===== src/rtl/exception_unit_if.sv =====
// Exception unit bus: memory-stage request inputs from the pipeline and
// CP0 capture / flush / redirect outputs back to the pipeline.
interface exception_unit_if;
  logic        run;
  logic [9:0]  req;
  logic        eret_req;
  logic [31:0] pc_m;
  logic        ds_m;
  logic [31:0] va_m;
  logic        exc_level;
  logic [31:0] epc_q;
  logic        e_enter;
  logic        eret;
  logic [4:0]  cause;
  logic [31:0] epc;
  logic [31:0] bad_va;
  logic        delay_slot;
  logic        flush;
  logic        redirect;
  logic [31:0] redirect_pc;

  // pipeline / CP0 side
  modport master (
    output run, req, eret_req, pc_m, ds_m, va_m, exc_level, epc_q,
    input  e_enter, eret, cause, epc, bad_va, delay_slot, flush, redirect, redirect_pc
  );

  // exception unit side
  modport slave (
    input  run, req, eret_req, pc_m, ds_m, va_m, exc_level, epc_q,
    output e_enter, eret, cause, epc, bad_va, delay_slot, flush, redirect, redirect_pc
  );
endinterface


===== src/rtl/exception_unit.sv =====
// exception_unit: samples exception/ERET requests at the memory stage, picks
// the highest-priority cause, strobes CP0 capture, then flushes the pipeline
// and redirects the PC to the exception vector (or EPC on ERET).
// Optional: EXC_TLB_REFILL_VEC_EN sends TLB causes taken at EXC_LEVEL=0 to
// the refill vector at VECTOR_BASE+0.
module exception_unit #(
  parameter logic [31:0] VECTOR_BASE  = 32'h8000_0000,
  parameter int          FLUSH_CYCLES = 3
) (
  input logic            clk,
  input logic            reset_n,
  exception_unit_if.slave bus
);

  typedef enum logic [1:0] {IDLE, DRAIN, REDIR} state_t;

  state_t      state, next_state;
  logic [3:0]  cnt, cnt_nxt;

  logic        win_va;      // winning cause latches BAD_VA
  logic        win_tlb;     // winning cause is a TLB miss
  logic [4:0]  win_code;
  logic        exc_hit, eret_hit, start_exc, start_eret;
  logic [31:0] exc_target;
  logic [31:0] tgt_q;

  logic        e_enter_q, eret_q, delay_slot_q, flush_q, redirect_q;
  logic [4:0]  cause_q;
  logic [31:0] epc_r, bad_va_q, redirect_pc_q;

  // Priority encode: lowest REQ index among [8:0] wins; REQ[9] only picks
  // the store flavour of the data address / TLB causes.
  always_comb begin
    win_code = 5'd0;
    win_va   = 1'b0;
    win_tlb  = 1'b0;
    if      (bus.req[0]) win_code = 5'd0;
    else if (bus.req[1]) begin win_code = 5'd4; win_va = 1'b1; end
    else if (bus.req[2]) begin win_code = 5'd2; win_va = 1'b1; win_tlb = 1'b1; end
    else if (bus.req[3]) win_code = 5'd10;
    else if (bus.req[4]) win_code = 5'd8;
    else if (bus.req[5]) win_code = 5'd9;
    else if (bus.req[6]) win_code = 5'd12;
    else if (bus.req[7]) begin
      win_code = bus.req[9] ? 5'd5 : 5'd4;
      win_va   = 1'b1;
    end else if (bus.req[8]) begin
      win_code = bus.req[9] ? 5'd3 : 5'd2;
      win_va   = 1'b1;
      win_tlb  = 1'b1;
    end
  end

  assign exc_hit    = bus.run & (|bus.req[8:0]);
  assign eret_hit   = bus.run & bus.eret_req & ~(|bus.req[8:0]);
  assign start_exc  = (state == IDLE) & exc_hit;
  assign start_eret = (state == IDLE) & eret_hit;

`ifdef EXC_TLB_REFILL_VEC_EN
  assign exc_target = (win_tlb && !bus.exc_level) ? VECTOR_BASE
                                                  : VECTOR_BASE + 32'h180;
`else
  // exc_level and win_tlb only matter for the refill vector
  assign exc_target = VECTOR_BASE + 32'h180;
`endif

  // Next-state: DRAIN counts FLUSH_CYCLES cycles regardless of RUN, then one
  // REDIR cycle; requests outside IDLE are dropped.
  always_comb begin
    next_state = state;
    cnt_nxt    = cnt;
    case (state)
      IDLE: if (start_exc || start_eret) begin
        next_state = DRAIN;
        cnt_nxt    = 4'(FLUSH_CYCLES - 1);
      end
      DRAIN: if (cnt == 4'd0) next_state = REDIR;
             else             cnt_nxt    = cnt - 4'd1;
      REDIR: next_state = IDLE;
      default: begin
        next_state = IDLE;
        cnt_nxt    = 4'd0;
      end
    endcase
  end

  // State register and counter
  always_ff @(posedge clk) begin
    if (!reset_n) begin
      state <= IDLE;
      cnt   <= 4'd0;
    end else begin
      state <= next_state;
      cnt   <= cnt_nxt;
    end
  end

  // Strobes and flush/redirect levels, registered from the next state so
  // they line up with the cycle the state is entered
  always_ff @(posedge clk) begin
    if (!reset_n) begin
      e_enter_q  <= 1'b0;
      eret_q     <= 1'b0;
      flush_q    <= 1'b0;
      redirect_q <= 1'b0;
    end else begin
      e_enter_q  <= start_exc;
      eret_q     <= start_eret;
      flush_q    <= (next_state != IDLE);
      redirect_q <= (next_state == REDIR);
    end
  end

  // CP0 capture fields; held between exceptions, BAD_VA only for address causes
  always_ff @(posedge clk) begin
    if (!reset_n) begin
      cause_q      <= 5'd0;
      epc_r        <= 32'd0;
      bad_va_q     <= 32'd0;
      delay_slot_q <= 1'b0;
    end else if (start_exc) begin
      cause_q      <= win_code;
      epc_r        <= bus.ds_m ? bus.pc_m - 32'd4 : bus.pc_m;
      delay_slot_q <= bus.ds_m;
      if (win_va) bad_va_q <= bus.va_m;
    end
  end

  // Redirect target latched at trigger, published when REDIR is entered
  always_ff @(posedge clk) begin
    if (!reset_n) begin
      tgt_q         <= 32'd0;
      redirect_pc_q <= 32'd0;
    end else begin
      if (start_exc)       tgt_q <= exc_target;
      else if (start_eret) tgt_q <= bus.epc_q;
      if (next_state == REDIR) redirect_pc_q <= tgt_q;
    end
  end

  assign bus.e_enter     = e_enter_q;
  assign bus.eret        = eret_q;
  assign bus.cause       = cause_q;
  assign bus.epc         = epc_r;
  assign bus.bad_va      = bad_va_q;
  assign bus.delay_slot  = delay_slot_q;
  assign bus.flush       = flush_q;
  assign bus.redirect    = redirect_q;
  assign bus.redirect_pc = redirect_pc_q;

endmodule


===== src/flat_wrapper.sv =====
// flat-port wrapper written by rule: the top's interface ports become plain ports
module exception_unit_flat 
#(
  parameter logic [31:0] VECTOR_BASE  = 32'h8000_0000,
  parameter int          FLUSH_CYCLES = 3
)
  (clk, reset_n, bus_run, bus_req, bus_eret_req, bus_pc_m, bus_ds_m, bus_va_m, bus_exc_level, bus_epc_q, bus_e_enter, bus_eret, bus_cause, bus_epc, bus_bad_va, bus_delay_slot, bus_flush, bus_redirect, bus_redirect_pc);
  exception_unit_if bus_i ();
  input logic clk;
  input logic reset_n;
  input wire logic [$bits(bus_i.run)-1:0] bus_run;
  input wire logic [$bits(bus_i.req)-1:0] bus_req;
  input wire logic [$bits(bus_i.eret_req)-1:0] bus_eret_req;
  input wire logic [$bits(bus_i.pc_m)-1:0] bus_pc_m;
  input wire logic [$bits(bus_i.ds_m)-1:0] bus_ds_m;
  input wire logic [$bits(bus_i.va_m)-1:0] bus_va_m;
  input wire logic [$bits(bus_i.exc_level)-1:0] bus_exc_level;
  input wire logic [$bits(bus_i.epc_q)-1:0] bus_epc_q;
  output wire logic [$bits(bus_i.e_enter)-1:0] bus_e_enter;
  output wire logic [$bits(bus_i.eret)-1:0] bus_eret;
  output wire logic [$bits(bus_i.cause)-1:0] bus_cause;
  output wire logic [$bits(bus_i.epc)-1:0] bus_epc;
  output wire logic [$bits(bus_i.bad_va)-1:0] bus_bad_va;
  output wire logic [$bits(bus_i.delay_slot)-1:0] bus_delay_slot;
  output wire logic [$bits(bus_i.flush)-1:0] bus_flush;
  output wire logic [$bits(bus_i.redirect)-1:0] bus_redirect;
  output wire logic [$bits(bus_i.redirect_pc)-1:0] bus_redirect_pc;
  assign bus_i.run = bus_run;
  assign bus_i.req = bus_req;
  assign bus_i.eret_req = bus_eret_req;
  assign bus_i.pc_m = bus_pc_m;
  assign bus_i.ds_m = bus_ds_m;
  assign bus_i.va_m = bus_va_m;
  assign bus_i.exc_level = bus_exc_level;
  assign bus_i.epc_q = bus_epc_q;
  assign bus_e_enter = bus_i.e_enter;
  assign bus_eret = bus_i.eret;
  assign bus_cause = bus_i.cause;
  assign bus_epc = bus_i.epc;
  assign bus_bad_va = bus_i.bad_va;
  assign bus_delay_slot = bus_i.delay_slot;
  assign bus_flush = bus_i.flush;
  assign bus_redirect = bus_i.redirect;
  assign bus_redirect_pc = bus_i.redirect_pc;
  exception_unit #(.VECTOR_BASE(VECTOR_BASE), .FLUSH_CYCLES(FLUSH_CYCLES)) u_core (.clk(clk), .reset_n(reset_n), .bus(bus_i));
endmodule

===== config.mk =====
export PLATFORM = sky130hd
export DESIGN_NAME = exception_unit_flat
export DESIGN_NICKNAME = d
export VERILOG_FILES = /design/src/rtl/exception_unit_if.sv /design/src/rtl/exception_unit.sv /design/src/flat_wrapper.sv
export SDC_FILE = /design/constraint.sdc
export NUM_CORES = 1
export LEC_CHECK = 0
export CAP_MARGIN = 5
export CORE_MARGIN = 2
export CORE_UTILIZATION = 30
export DETAILED_ROUTE_END_ITERATION = 8
export SYNTH_ARGS = -nofsm -noshare
export SYNTH_HDL_FRONTEND = slang
export SYNTH_SLANG_ARGS = --single-unit

===== constraint.sdc =====
create_clock -name clk -period 1.9 [get_ports clk]
set_input_delay 0.19 -clock clk [delete_from_list [all_inputs] [get_ports clk]]
set_output_delay 0.19 -clock clk [all_outputs]
set_load 0.02 [all_outputs]

# Yosys cells after proc, flatten, opt, wreduce, memory -nomap -nowiden
# Index checks and enable logic that the tools add are counted.
[totals]
word_cells = 66
reg_bits = 144
inputBits = 112
[op_classes]
mux = 29
n_reduce_logical = 9
bitwise = 8
eq_ne = 5
addsub = 2
[ops]
columns = ["operator", "n"]
rows = [
  ["$mux W32", 3],
  ["$mux W5", 9],
  ["$sub A32 B3 Y32 const B", 1],
  ["$pmux W4 S3", 1],
  ["$mux W1", 11],
  ["$reduce_or A9 Y1", 1],
  ["$mux W4", 2],
  ["$and A1 B1 Y1", 5],
  ["$eq A2 B2 Y1 const B", 2],
  ["$logic_not A4 Y1", 1],
  ["$mux W2", 2],
  ["$ne A2 B2 Y1 const B", 2],
  ["$pmux W2 S2", 1],
  ["$reduce_bool A2 Y1", 2],
  ["$sub A4 B1 Y4 const B", 1],
  ["$not A1 Y1", 3],
  ["$reduce_and A3 Y1", 1],
  ["$eq A2 B1 Y1 const B", 1],
  ["$logic_not A2 Y1", 1],
  ["$reduce_and A2 Y1", 1],
  ["$reduce_or A2 Y1", 1],
  ["$logic_or A1 B1 Y1", 1],
]

# Longest topological paths before layout
[depth]
word_depth = 10
ltp_mapped = 8
depth_no_buf = 7

# Least setup slack after synthesis
# No wires, ideal clock.
[synth_timing]
path_kind = "flip-flop to flip-flop"
startpoint = "register u_core.cnt[0]"
endpoint = "register u_core.redirect_pc_q[10], in the netlist u_core.bus.redirect_pc[10]"
path_stages_with_launch = 9
setup_time_ns = 0.122
period_less_slack_ns = 1.897
slack_ns = 0.003
arrival_time_ns = 1.775
cell_sequence = "dfxtp_1 > inv_1 > ha_1 > or3b_2 > or2_2 > clkbuf_1 > buf_2 > nand2_1 > a21boi_0"
[synth_between]
elab_chain_len = 4
[synth_rtl]
columns = ["item", "line", "rtl"]
rows = [
  ["from (decl)", "exception_unit.sv:18", "logic [3:0] cnt, cnt_nxt;"],
  ["from (signal assigned)", "exception_unit.sv:94", "cnt <= cnt_nxt;"],
  ["$logic_not A4 Y1", "exception_unit.sv:77", "DRAIN: if (cnt == 4'd0) next_state = REDIR;"],
  ["$mux W2", "exception_unit.sv:77", ""],
  ["$pmux W2 S2", "exception_unit.sv:72", "case (state)"],
  ["$eq A2 B2 Y1", "exception_unit.sv:137", "if (next_state == REDIR) redirect_pc_q <= tgt_q;"],
  ["to (signal assigned)", "exception_unit.sv:137", ""],
  ["to (decl)", "exception_unit.sv:29", "logic [31:0] epc_r, bad_va_q, redirect_pc_q;"],
]
# No other way between the ends.
# A chain may end at the register's enable or synchronous reset.

# Worst setup path after layout
[layout_timing]
startpoint = "input port bus_pc_m[18]"
endpoint = "register u_core.epc_r[24], in the netlist u_core.bus.epc[24]"
[layout_between]
elab_chain_len = 2
[layout_rtl]
columns = ["item", "line", "rtl"]
rows = [
  ["from (decl)", "flat_wrapper.sv:14", "input wire logic [$bits(bus_i.pc_m)-1:0] bus_pc_m;"],
  ["$sub A32 B3 Y32", "exception_unit.sv:123", "epc_r <= bus.ds_m ? bus.pc_m - 32'd4 : bus.pc_m;"],
  ["$mux W32", "exception_unit.sv:123", ""],
  ["to (signal assigned)", "exception_unit.sv:123", ""],
  ["to (decl)", "exception_unit.sv:29", ""],
]
# No other way between the ends.

==> run metrics <==
outcome finished, final reports clean; CTS Buf Count 17; clock slew at reported path FFs ~70 ps; sequential cell area between 2000 and 3000 um2; Critical Path RT between 2000 and 2500 ps; remaining global-route overflow 0; Final GP Congestion a little under 0.8; crit-path max FO 4; Clock Latency Late Sink between 400 and 500 ps; Startpoint Class input pin; Commonest cells post-synth 231 x nand2_1, 143 x dfxtp_1, 63 x a21boi_0, 34 x a21oi_1, 26 x o21ai_0; Setup violations, final 0; top-area cell type share of the netlist area 50.1%; max cap viols 0; Area contributors post-synth dfxtp_1 50%, nand2_1 15%, a21boi_0 8.3%; Synth area leader dfxtp_1; peak supply drop 601 uV; DP Wirelength 11,600 um; Cells after Synth 681; Final Max Tran Viols 0; I/O Buffers approximately 220; Pwr per Cell Area between 800 and 900 nW/um2; vias approximately 5,400; CTS tree done; core area 18,700 um2; I/O pin cnt ~220; Die X between 100 and 150 um; num rows 50; post-route cell area roughly 9300 um2; vias in the first global route approximately 5,200; DR pass1 iterations 4; CTS root buf clkbuf_16; Multi-input gate area 2660 um2; drt drc 0; Post-Route WL roughly 17,000 um; Arr. time, crit path 2160 ps; Hold Fails Final Rpt 0; largest net degree at the start of global routing 48; Static Leak 3.31 nW; first-pass GRT wire length roughly 26,000 um; placed cell area between 8000 and 9000 um2; setup bufs post-CTS 0; Tmin final roughly 1800 ps; H-tree Lvls 4; post-synthesis async set-or-reset flop share 0%; clk buf depth 2; Filler cells approximately 1,800; worst clock skew 9.95 ps; Final nets 1,062; sequential fraction of the synthesis area between 50% and 60%; Global Route Usage Sum about 17%; CP Class in2reg; initial antenna violation count 0; synthesis-stage register bit count between 100 and 150; Synth Cell Area ~5700 um2; Post-synth EDFFs 0; ys flop type dfxtp_1; Synth Warn # 0; height of the die roughly 140 um; final period utilization between 90% and 100%; Layout area overhead 62.2%; RSZ-0062 raised after global routing false; Fmax around 0.55 GHz; count leader, synth nand2_1; Setup TNS Final 0 ps; layout cells sized above 1 approximately 12%; Clock Sinks between 100 and 150; Yosys cell types 50; initial DRC count roughly 190; Die ar. ~20,000 um2; WL/cell approximately 14 um; HP Class in2reg; hold_buf cts 0; CTS resizes 0; Vias/cell 4.55; Mapped Avg Cell Area between 8 and 9 um2; Synth Net Count a little under 800; ANT cells 0; Detail Route Antenna Nets 0; CP Capture Type flop; initial core utilization roughly 31%
-- layout by cell type (no fill, tap or decap), types with 5 or more instances in the layout --
cell / n
nand2_1: 231
xnor2_1: 8
a21boi_0: 63
clkdlybuf4s50_1: 214
buf_12: 10
o21ai_0: 26
nand3_1: 9
nand4b_1: 5
inv_1: 6
buf_4: 63
a21boi_1: 7
nor2_1: 16
a21oi_1: 34
inv_8: 5
o21ai_1: 9
xor2_1: 19
nor3_1: 5
dfxtp_1: 143
clkbuf_16: 17
-- cell type report --
cell class              instances  area share, %
flip-flops and latches        143           30.9
inverters                       6          0.243
multi-input cells             492           28.6
clock buffers                  17           4.59
repair buffers                288           30.4
clock inverters                15           2.04
well taps                     234           3.16
-- power breakdown --
part | leakage [nW] | total [mW] | internal, mW | switching, mW
Clock | 0.301 | 3.45 | 2.01 | 1.45
Sequential | 1.16 | 3.17 | 3.11 | 0.0604
Combinational | 1.85 | 1.15 | 0.615 | 0.539
-- state kept, by name (all words and copies together), names as in the netlist --
name,flops
u_core.tgt_q,32
u_core.state,2
u_core.bus.epc,32
u_core.bus.cause,4
u_core.bus.delay_slot,1
u_core.bus.e_enter,1
u_core.bus.redirect,1
u_core.bus.eret,1
u_core.bus.flush,1
u_core.bus.redirect_pc,32
u_core.bus.bad_va,32
u_core.cnt,4
-- per-stage QoR --
step                      power (mW)  hold WS, ps  std cells  setup WS, ps  util (%)
after detailed placement        4.40          442       1163          -295      46.2
after global routing            8.13          309       1195          7.65      49.5
after global placement          4.39          435       1163          -296      46.2
final                           7.78          288       1195          96.0      49.5
after CTS                       7.91          269       1195          32.5      49.5
after floorplan                 3.70          292        681          2.94         -
-- worst max-delay path: stages --
cell and delay (ps):
clkdlybuf4s50_1 430, or4_4 570, nor3b_2 310, nand2_2 80
or4_1 480, nand3_1 100
-- per-layer routing --
metal | wire length (um) | global-route usage (%) | share of wire (%)
met4 | 193 | 4.79 | 1.2
met1 | 7710 | 20.8 | 46
met2 | 7640 | 27.0 | 46
met3 | 1230 | 5.62 | 7.4
met5 | 0 | 0 | 0
-- path summary, 6_finish.rpt --
| path | start | endpoint | slack, ps | cells after the start |
|---|---|---|---|---|
| setup / recovery | bus_pc_m[18] | u_core.bus.epc[24]$_SDFFE_PN0P_ | 100 | 6 |
| hold / removal | reset_n | u_core.bus.cause[2]$_SDFFE_PN0P_ | 290 | 4 |
| setup reg to reg | u_core.cnt[0]$_SDFFE_PN0P_ | u_core.bus.redirect_pc[25]$_SDFFE_PN0N_ | 140 | 7 |
| hold reg to reg | u_core.bus.epc[23]$_SDFFE_PN0P_ | u_core.bus.epc[23]$_SDFFE_PN0P_ | 450 | 2 |
-- cell families (layout without fill, tap and decap cells) --
| kind of cell | Yosys count | count (layout) | share of synthesized area, % |
|---|---|---|---|
| simple gates | 304 | 304 | 23.4 |
| mux | 4 | 4 | 0.701 |
| xor+xnor | 27 | 27 | 4.14 |
| other cells | 1 | 1 | 0.0656 |
| buf+inv | 46 | 326 | 3.64 |
| compound gates | 154 | 154 | 17.5 |
| fa+ha+maj | 2 | 2 | 0.438 |
| flops | 143 | 143 | 50.1 |
Note: power is estimated with default switching activity, not from simulation.
